### config.mk
export PLATFORM = sky130hd
export DESIGN_NAME = issue_scheduler
export DESIGN_NICKNAME = d
export VERILOG_FILES = /design/src/rtl/issue_sched_pkg.sv /design/src/rtl/rr_arbiter.sv /design/src/rtl/issue_scheduler.sv
export SDC_FILE = /design/constraint.sdc
export NUM_CORES = 1
export LEC_CHECK = 0
export ABC_AREA = 1
export CAP_MARGIN = 10
export CORE_AREA = 2 2 44 46
export DETAILED_ROUTE_END_ITERATION = 8
export DIE_AREA = 0 0 46 48
export GPL_TIMING_DRIVEN = 0
export PLACE_DENSITY_LB_ADDON = 0.15
export SLEW_MARGIN = 20
export SYNTH_ARGS = -nofsm -noshare
export SYNTH_HDL_FRONTEND = slang
export SYNTH_SLANG_ARGS = --single-unit
### constraint.sdc
create_clock -name clk -period 3.8 [get_ports clk]
set_clock_uncertainty 0.2 [all_clocks]
set_input_delay 0.57 -clock clk [delete_from_list [all_inputs] [get_ports clk]]
set_output_delay 0.57 -clock clk [all_outputs]
set_load 0.03 [all_outputs]
### src/rtl/issue_sched_pkg.sv
// Shared types and defaults for the issue scheduler.
// Optional statistics counters are enabled with ISSUE_SCHED_STATS_EN.
package issue_sched_pkg;

    localparam int unsigned DEF_RS_IDX_WIDTH = 2;
    localparam int unsigned DEF_FU_LATENCY   = 3;

    typedef enum logic [1:0] {
        IDLE,
        ISSUE,
        ACK,
        BUSY
    } sched_state_t;

    // busy_cnt only needs to hold FU_LATENCY-1; keep at least one bit.
    function automatic int unsigned busy_cnt_width(input int unsigned lat);
        return (lat > 1) ? $clog2(lat) : 1;
    endfunction

endpackage

### src/rtl/rr_arbiter.sv
// Combinational round-robin pick: first requester at or after ptr, searching circularly.
module rr_arbiter #(
    parameter int unsigned NUM_RS       = 4,
    parameter int unsigned RS_IDX_WIDTH = 2
) (
    input  logic [NUM_RS-1:0]       req,
    input  logic [RS_IDX_WIDTH-1:0] ptr,
    output logic                    valid,
    output logic [RS_IDX_WIDTH-1:0] idx
);

    logic [RS_IDX_WIDTH-1:0] cand;

    // NUM_RS is a power of two, so the index add wraps on its own.
    always_comb begin
        valid = 1'b0;
        idx   = '0;
        cand  = '0;
        for (int i = 0; i < NUM_RS; i++) begin
            cand = ptr + RS_IDX_WIDTH'(i);
            if (!valid && req[cand]) begin
                valid = 1'b1;
                idx   = cand;
            end
        end
    end

endmodule

### src/rtl/issue_scheduler.sv
// Round-robin issue scheduler sharing one FU among NUM_RS issue queues.
// Define ISSUE_SCHED_STATS_EN to build the issued/nack statistics counters and ports.
module issue_scheduler
    import issue_sched_pkg::*;
#(
    parameter int unsigned NUM_RS       = 4,
    parameter int unsigned RS_IDX_WIDTH = DEF_RS_IDX_WIDTH,
    parameter int unsigned FU_LATENCY   = DEF_FU_LATENCY
`ifdef ISSUE_SCHED_STATS_EN
    ,
    parameter int unsigned CNT_WIDTH    = 16
`endif
) (
    input  logic                    clk,
    input  logic                    reset,
    input  logic                    flush,
    input  logic [NUM_RS-1:0]       rs_req,
    input  logic [NUM_RS-1:0]       rs_issue_ready,
    output logic [NUM_RS-1:0]       rs_issue,
    output logic                    fu_start,
    output logic [RS_IDX_WIDTH-1:0] fu_src_sel,
    output logic                    sched_busy
`ifdef ISSUE_SCHED_STATS_EN
    ,
    output logic [CNT_WIDTH-1:0]    issued_cnt,
    output logic [CNT_WIDTH-1:0]    nack_cnt
`endif
);

    localparam int unsigned BusyW = busy_cnt_width(FU_LATENCY);

    sched_state_t            state_q;
    logic [RS_IDX_WIDTH-1:0] rr_ptr_q;
    logic [RS_IDX_WIDTH-1:0] grant_q;
    logic [BusyW-1:0]        busy_cnt_q;
    logic                    arb_valid;
    logic [RS_IDX_WIDTH-1:0] arb_idx;
    logic                    ack_hit;

    rr_arbiter #(
        .NUM_RS       (NUM_RS),
        .RS_IDX_WIDTH (RS_IDX_WIDTH)
    ) u_arb (
        .req   (rs_req),
        .ptr   (rr_ptr_q),
        .valid (arb_valid),
        .idx   (arb_idx)
    );

    assign ack_hit = rs_issue_ready[grant_q];

    always_ff @(posedge clk or negedge reset) begin
        if (!reset) begin
            state_q    <= IDLE;
            rr_ptr_q   <= '0;
            grant_q    <= '0;
            busy_cnt_q <= '0;
            fu_start   <= 1'b0;
            fu_src_sel <= '0;
        end else begin
            fu_start <= 1'b0;
            if (flush) begin
                state_q    <= IDLE;
                busy_cnt_q <= '0;
            end else begin
                case (state_q)
                    IDLE: begin
                        if (arb_valid) begin
                            grant_q <= arb_idx;
                            state_q <= ISSUE;
                        end
                    end
                    ISSUE: state_q <= ACK;
                    ACK: begin
                        rr_ptr_q <= grant_q + 1'b1;
                        if (ack_hit) begin
                            fu_start   <= 1'b1;
                            fu_src_sel <= grant_q;
                            busy_cnt_q <= BusyW'(FU_LATENCY - 1);
                            state_q    <= (FU_LATENCY > 1) ? BUSY : IDLE;
                        end else begin
                            state_q <= IDLE;
                        end
                    end
                    BUSY: begin
                        // Leave on the cycle the count reaches zero, giving FU_LATENCY-1 BUSY cycles.
                        if (busy_cnt_q <= BusyW'(1)) begin
                            busy_cnt_q <= '0;
                            state_q    <= IDLE;
                        end else begin
                            busy_cnt_q <= busy_cnt_q - 1'b1;
                        end
                    end
                    default: state_q <= IDLE;
                endcase
            end
        end
    end

    always_comb begin
        rs_issue = '0;
        if (state_q == ISSUE) begin
            rs_issue[grant_q] = 1'b1;
        end
    end

    assign sched_busy = (state_q != IDLE);

`ifdef ISSUE_SCHED_STATS_EN
    always_ff @(posedge clk or negedge reset) begin
        if (!reset) begin
            issued_cnt <= '0;
            nack_cnt   <= '0;
        end else if (!flush && state_q == ACK) begin
            if (ack_hit) begin
                if (issued_cnt != '1) issued_cnt <= issued_cnt + 1'b1;
            end else begin
                if (nack_cnt != '1) nack_cnt <= nack_cnt + 1'b1;
            end
        end
    end
`endif

endmodule

==> impl_metrics.ini, run 1 <==
[synthesis]
yosys_warnings = 0
synth_seq_cells = 11
synth.area.top_cells = dfrtp_1 32%, nand2_1 19%, inv_1 7.8%
postSynthAreaPerCell_um2 = 6.54
syn_inst = 133
synth_top_area_share_pct = 31.7
synth_area_leader_cell = dfrtp_1
ys_types = 21
synth-seq-area-share_pct = 31.7
syn-num-nets = 148
syn_area_um2 = 870

[sta]
rsz0062_at_grt = no
slew_headroom_pct = 66.6
fin_setup_tns_ps = 0
setup_violations = 0
min_period_ps = 2630
max_freq_mhz = 380
hold_violations = 0
slew_viol_final = 0
fin_ws_ps = 1170
fin_crit_sh_pct = 69.3
hold_ws_ps = 301
max_slew.worst_pin.slew_ps = 499

[critical_path]
setup.worst_path.class = reg2out
critical_path_depth = 5
reg2reg_from = grant_q[0]$_DFFE_PN0P_
reg2reg_slack_ps = 2060
rr_worst_depth = 8
r2r_end = fu_src_sel[0]$_DFFE_PN0P_
path_common_cell = inv_1
cpLargestDelayFamily = buffers and inverters
end_kind = primary output
crit_path_max_fanout = 7
critPathSlowestCell = clkdlybuf4s50_1
crit_arrival_ps = 1860
cp-startpoint = grant_q[0]$_DFFE_PN0P_
path_cells = inv_1 -> ha_1 -> inv_1 -> nor2_1 -> clkdlybuf4s50_1
crit_end = rs_issue[0]
crit_required_ps = 3030
cp.buffers_inverters = 3
cpPeakStageDelay_ps = 670
start_kind = flop

[die]
rows = 15
core_area_um2 = 1690
die_w_um = 46
fp.dieArea_um2 = 2210
initial_core_util_pct = 51.5
num_io_pins = 19
die_height_um = 48

[final_layout]
drive_gt1_share_pct = 12.9
fin_area_um2 = 1100
antennaDiodeCount = 0
areaGrowthSynthToFinish_pct = 26.2
n_fill_cell = 159
fin_nets = 171

[power]
vdd_ir_drop_max_v = 0.000405
total_power_mw = 0.839
switching_power_mw = 0.436
switching_share_pct = 52.0
leakagePower_nw = 0.570
p_int_mw = 0.403
p_clk_share_pct = 9.5
power_density_nw_per_um2 = 764
power_frac_seq_pct = 24.3
p_comb_share_pct = 66.2

[global_routing]
grt.overflow.total = 0
grt_pass1_wl_um = 3060
grt_max_degree = 12
grt_pass1_vias = 740
grt_usage_pct = 20.2
antenna_found_initial = 0

[cts]
cts.sinks = 11
cts_resized = 0
clkSlewWorstSetupHoldPaths_ps = 70
cts_tree = built
numCtsBuffers = 3
clk-insertion-delay-late_ps = 270
cts_root_buffer = clkbuf_4
post_cts_buffers = 0
h-tree-depth = 1
ctsHoldBuffers = 0
clockBufferDepth = 2

[route]
drc = 0
drt-total-wl_um = 1900
drt_iter0_drc = 22
vias = 877
firstDrtPassIters = 4
ant_nets = 0
wl_per_cell_um = 11.1
viasPerCell = 5.10

[place]
io_buffers = 18
place_area_um2 = 1070
dp_slack_ps = 1450
dp.final_hpwl_um = 1510
gp_congestion = 0.939

[worst_hold_path]
min_from = busy_cnt_q[0]$_DFFE_PN0P_
worstHoldPathType = reg2reg

[flow_run]
drv_cap = 0

[run_status]
status = finished, final reports clean
-- cell families (layout without fill, tap and decap cells) --
group,count (synthesis),count (layout),synth area share [%]
AOI/OAI and AO/OA,16,16,9.93
adders and majority gates,4,4,5.76
buffers and inverters,21,43,9.93
DFF,11,11,31.7
and+or+nand+nor,81,81,42.7
-- placed cells by master (no fill, tap or decap), drive strengths merged, types with 2 or more instances in the layout --
cell type / instances
a21oi: 3
a31oi: 2
clkbuf: 4
clkdlybuf4s50: 18
dfrtp: 11
ha: 4
inv: 20
nand2: 56
nand3: 9
nor2: 13
o21ai: 9
-- stage by stage --
| step | util (%) | std cells |
|---|---|---|
| CTS | 65.0 | 172 |
| floorplan | - | 133 |
| detailed placement | 63.4 | 168 |
| global route | 65.0 | 172 |
| global placement | 63.4 | 168 |
| finish | 65.0 | 172 |
-- worst register-to-register path, cell delays in order (launching register included) --
cell,delay (ps)
dfrtp_1,460
inv_1,170
nor2_1,60
o22ai_1,200
nand2_1,120
nor2_1,150
inv_1,130
nand2_1,70
o21ai_1,60
-- worst min path at each step --
stage	cells after the start	endpoint
floorplan	0	busy_cnt_q[0]$_DFFE_PN0P_
global placement	2	fu_src_sel[1]$_DFFE_PN0P_
detailed placement	1	busy_cnt_q[0]$_DFFE_PN0P_
CTS	1	busy_cnt_q[0]$_DFFE_PN0P_
global route	1	busy_cnt_q[0]$_DFFE_PN0P_
finish	1	busy_cnt_q[0]$_DFFE_PN0P_
-- power groups by stage --
stage	Sequential, mW	Combinational, mW	Clock [mW]
global placement	0.205	0.541	0
finish	0.204	0.555	0.0795
floorplan	0.214	0.399	0
CTS	0.205	0.558	0.0812
detailed placement	0.206	0.554	0
global route	0.211	0.624	0.0860
-- routing by layer --
metal / wire (um) / global-route usage, %
met1: 862 / 23.3
met2: 940 / 35.8
met3: 49 / 2.26
met4: 51 / 12.0
met5: 0 / 0
-- synthesized netlist by cell type (all sizes together) --
cell and instances:
a31oi 2, o22ai 1, o211ai 1, nand2 56, nand4 1, buf 1, or2 1, ha 4
a21oi 3, nor3 1, nor2 13, inv 20, o21ai 9, dfrtp 11, nand3 9
-- flip-flops by register name, summed over array words and instances, names as in the netlist --
name        cells
busy_cnt_q      2
state_q         2
fu_src_sel      2
grant_q         2
rr_ptr_q        2
fu_start        1
-- cell type report --
class	count	area, um^2	area share (%)
Buffer	1	11.3	1.03
Clock buffer	4	26.3	2.39
Inverter	20	75.1	6.84
Multi-Input combinational cell	101	508	46.3
Sequential cell	11	275	25.1
Tap cell	17	21.3	1.94
Timing Repair Buffer	18	180	16.4
Power figures use the tool's default switching activity.
==> run 2, diff against run 1 <==
CORE_AREA = 2 2 46 48   (was 2 2 44 46)
DIE_AREA = 0 0 48 50   (was 0 0 46 48)
clock period = 2.66 ns   (was 3.8 ns; I/O delays follow)
==> run 2 against run 1 <==
Compared with the run above: wire length is 0.79% lower; critical path depth stayed put; register-to-register slack worse by 1100 ps; count of clock-buffer cells in the layout stayed put; non-clock buffer count stayed put; critical endpoint is now rs_issue[2]; first-iteration DRC count is 73% lower; largest cell class unchanged; clock power is 52% higher; hold slack worse by 66 ps; sequential power is 45% higher; sequential cell count stayed put.
==> impl_metrics.ini, run 2 (synthesis results as in run 1) <==
[global_routing]
antenna_found_initial = 0
grt_max_degree = 12
grt.overflow.total = 0
grt_usage_pct = 18.8
grt_pass1_vias = 776
grt_pass1_wl_um = 3230

[critical_path]
reg2reg_slack_ps = 970
crit_arrival_ps = 1880
crit_required_ps = 2060
path_common_cell = inv_1
path_cells = inv_1 -> ha_1 -> inv_1 -> nor2_1 -> clkdlybuf4s50_1
cpPeakStageDelay_ps = 670
critPathSlowestCell = clkdlybuf4s50_1
end_kind = primary output
start_kind = flop
crit_path_max_fanout = 7
setup.worst_path.class = reg2out

[cts]
numCtsBuffers = 3
cts.sinks = 11
clockBufferDepth = 2
cts_root_buffer = clkbuf_4
cts_resized = 0
clkSlewWorstSetupHoldPaths_ps = 70
h-tree-depth = 1
ctsHoldBuffers = 0
cts_tree = built
post_cts_buffers = 0
clk-insertion-delay-late_ps = 280

[power]
leakagePower_nw = 0.570
power_density_nw_per_um2 = 1080
total_power_mw = 1.20
vdd_ir_drop_max_v = 0.000511

[final_layout]
drive_gt1_share_pct = 12.9
fin_nets = 171
layout_commonest_cell = nand2_1
final_cell_mix = 45 x nand2_1, 18 x inv_1, 18 x clkdlybuf4s50_1, 12 x nor2_1, 11 x dfrtp_1
finish.utilization_pct = 58.4
areaGrowthSynthToFinish_pct = 27.6
antennaDiodeCount = 0
fin_area_um2 = 1110

[place]
dp_slack_ps = 478
gp_congestion = 0.843
io_buffers = 18
place_area_um2 = 1080
dp.final_hpwl_um = 1470

[sta]
fin_setup_tns_ps = 0
slew_headroom_pct = 68.6
max_slew.worst_pin.slew_ps = 470
min_period_ps = 2480
slew_viol_final = 0
hold_violations = 0
rsz0062_at_grt = no
max_freq_mhz = 404
setup_violations = 0
fin_ws_ps = 184
fin_crit_sh_pct = 93.1

[route]
vias = 862
drt-total-wl_um = 1890
drt_iter0_drc = 6
drc = 0
ant_nets = 0
firstDrtPassIters = 4
wl_per_cell_um = 10.4
viasPerCell = 4.74

[die]
rows = 16
num_io_pins = 19
initial_core_util_pct = 45.7
die_height_um = 50
core_area_um2 = 1900
die_w_um = 48
fp.dieArea_um2 = 2400

[flow_run]
drv_cap = 0

[worst_hold_path]
worstHoldPathType = in2async

[run_status]
status = finished, final reports clean
run 2: stage by stage:
stage | instances | hold slack, ps
after detailed placement | 178 | 290
final | 182 | 235
after floorplan | 133 | -96.6
after CTS | 182 | 253
after global placement | 178 | 274
after global routing | 182 | 296
run 2: worst max-delay path, delay by kind of cell (launching register included):
kind / cells / cell delay, ps
flops: 1 / 460
fa+ha+maj: 1 / 170
simple gates: 1 / 80
buf+inv: 3 / 880
run 2: cell type report:
type	count	area, um^2
inverters	20	75.1
flip-flops and latches	11	275
well taps	27	33.8
fillers	188	792
multi-input cells	101	508
repair buffers	18	180
plain buffers	1	11.3
clock buffers	4	26.3
run 2: path summary, 6_finish.rpt:
path	start	to	depth (start not counted)
worst min-delay path	reset	fu_src_sel[0]$_DFFE_PN0P_	1
max in group asynchronous	reset	grant_q[1]$_DFFE_PN0P_	1
worst max register to register	grant_q[0]$_DFFE_PN0P_	fu_src_sel[1]$_DFFE_PN0P_	8
worst max-delay path	grant_q[0]$_DFFE_PN0P_	rs_issue[2]	5
worst min register to register	busy_cnt_q[0]$_DFFE_PN0P_	busy_cnt_q[0]$_DFFE_PN0P_	1
min in group clk	busy_cnt_q[0]$_DFFE_PN0P_	busy_cnt_q[0]$_DFFE_PN0P_	1
run 2: routing by layer:
| layer | GRT usage, % | vias up | share of wire [%] |
|---|---|---|---|
| met3 | 3.66 | 5 | 3.9 |
| met1 | 23.4 | 381 | 47 |
| li1 | - | 459 | - |
| met4 | 9.46 | 0 | 2.3 |
| met2 | 29.8 | 17 | 47 |
| met5 | 0 | - | 0 |
run 2: power by group:
group | switching (mW) | leakage [nW] | internal (mW) | total (mW)
registers | 0.0688 | 0.140 | 0.226 | 0.295
logic | 0.496 | 0.415 | 0.289 | 0.785
clock network | 0.0625 | 0.0150 | 0.0583 | 0.121
total | 0.627 | 0.570 | 0.574 | 1.20
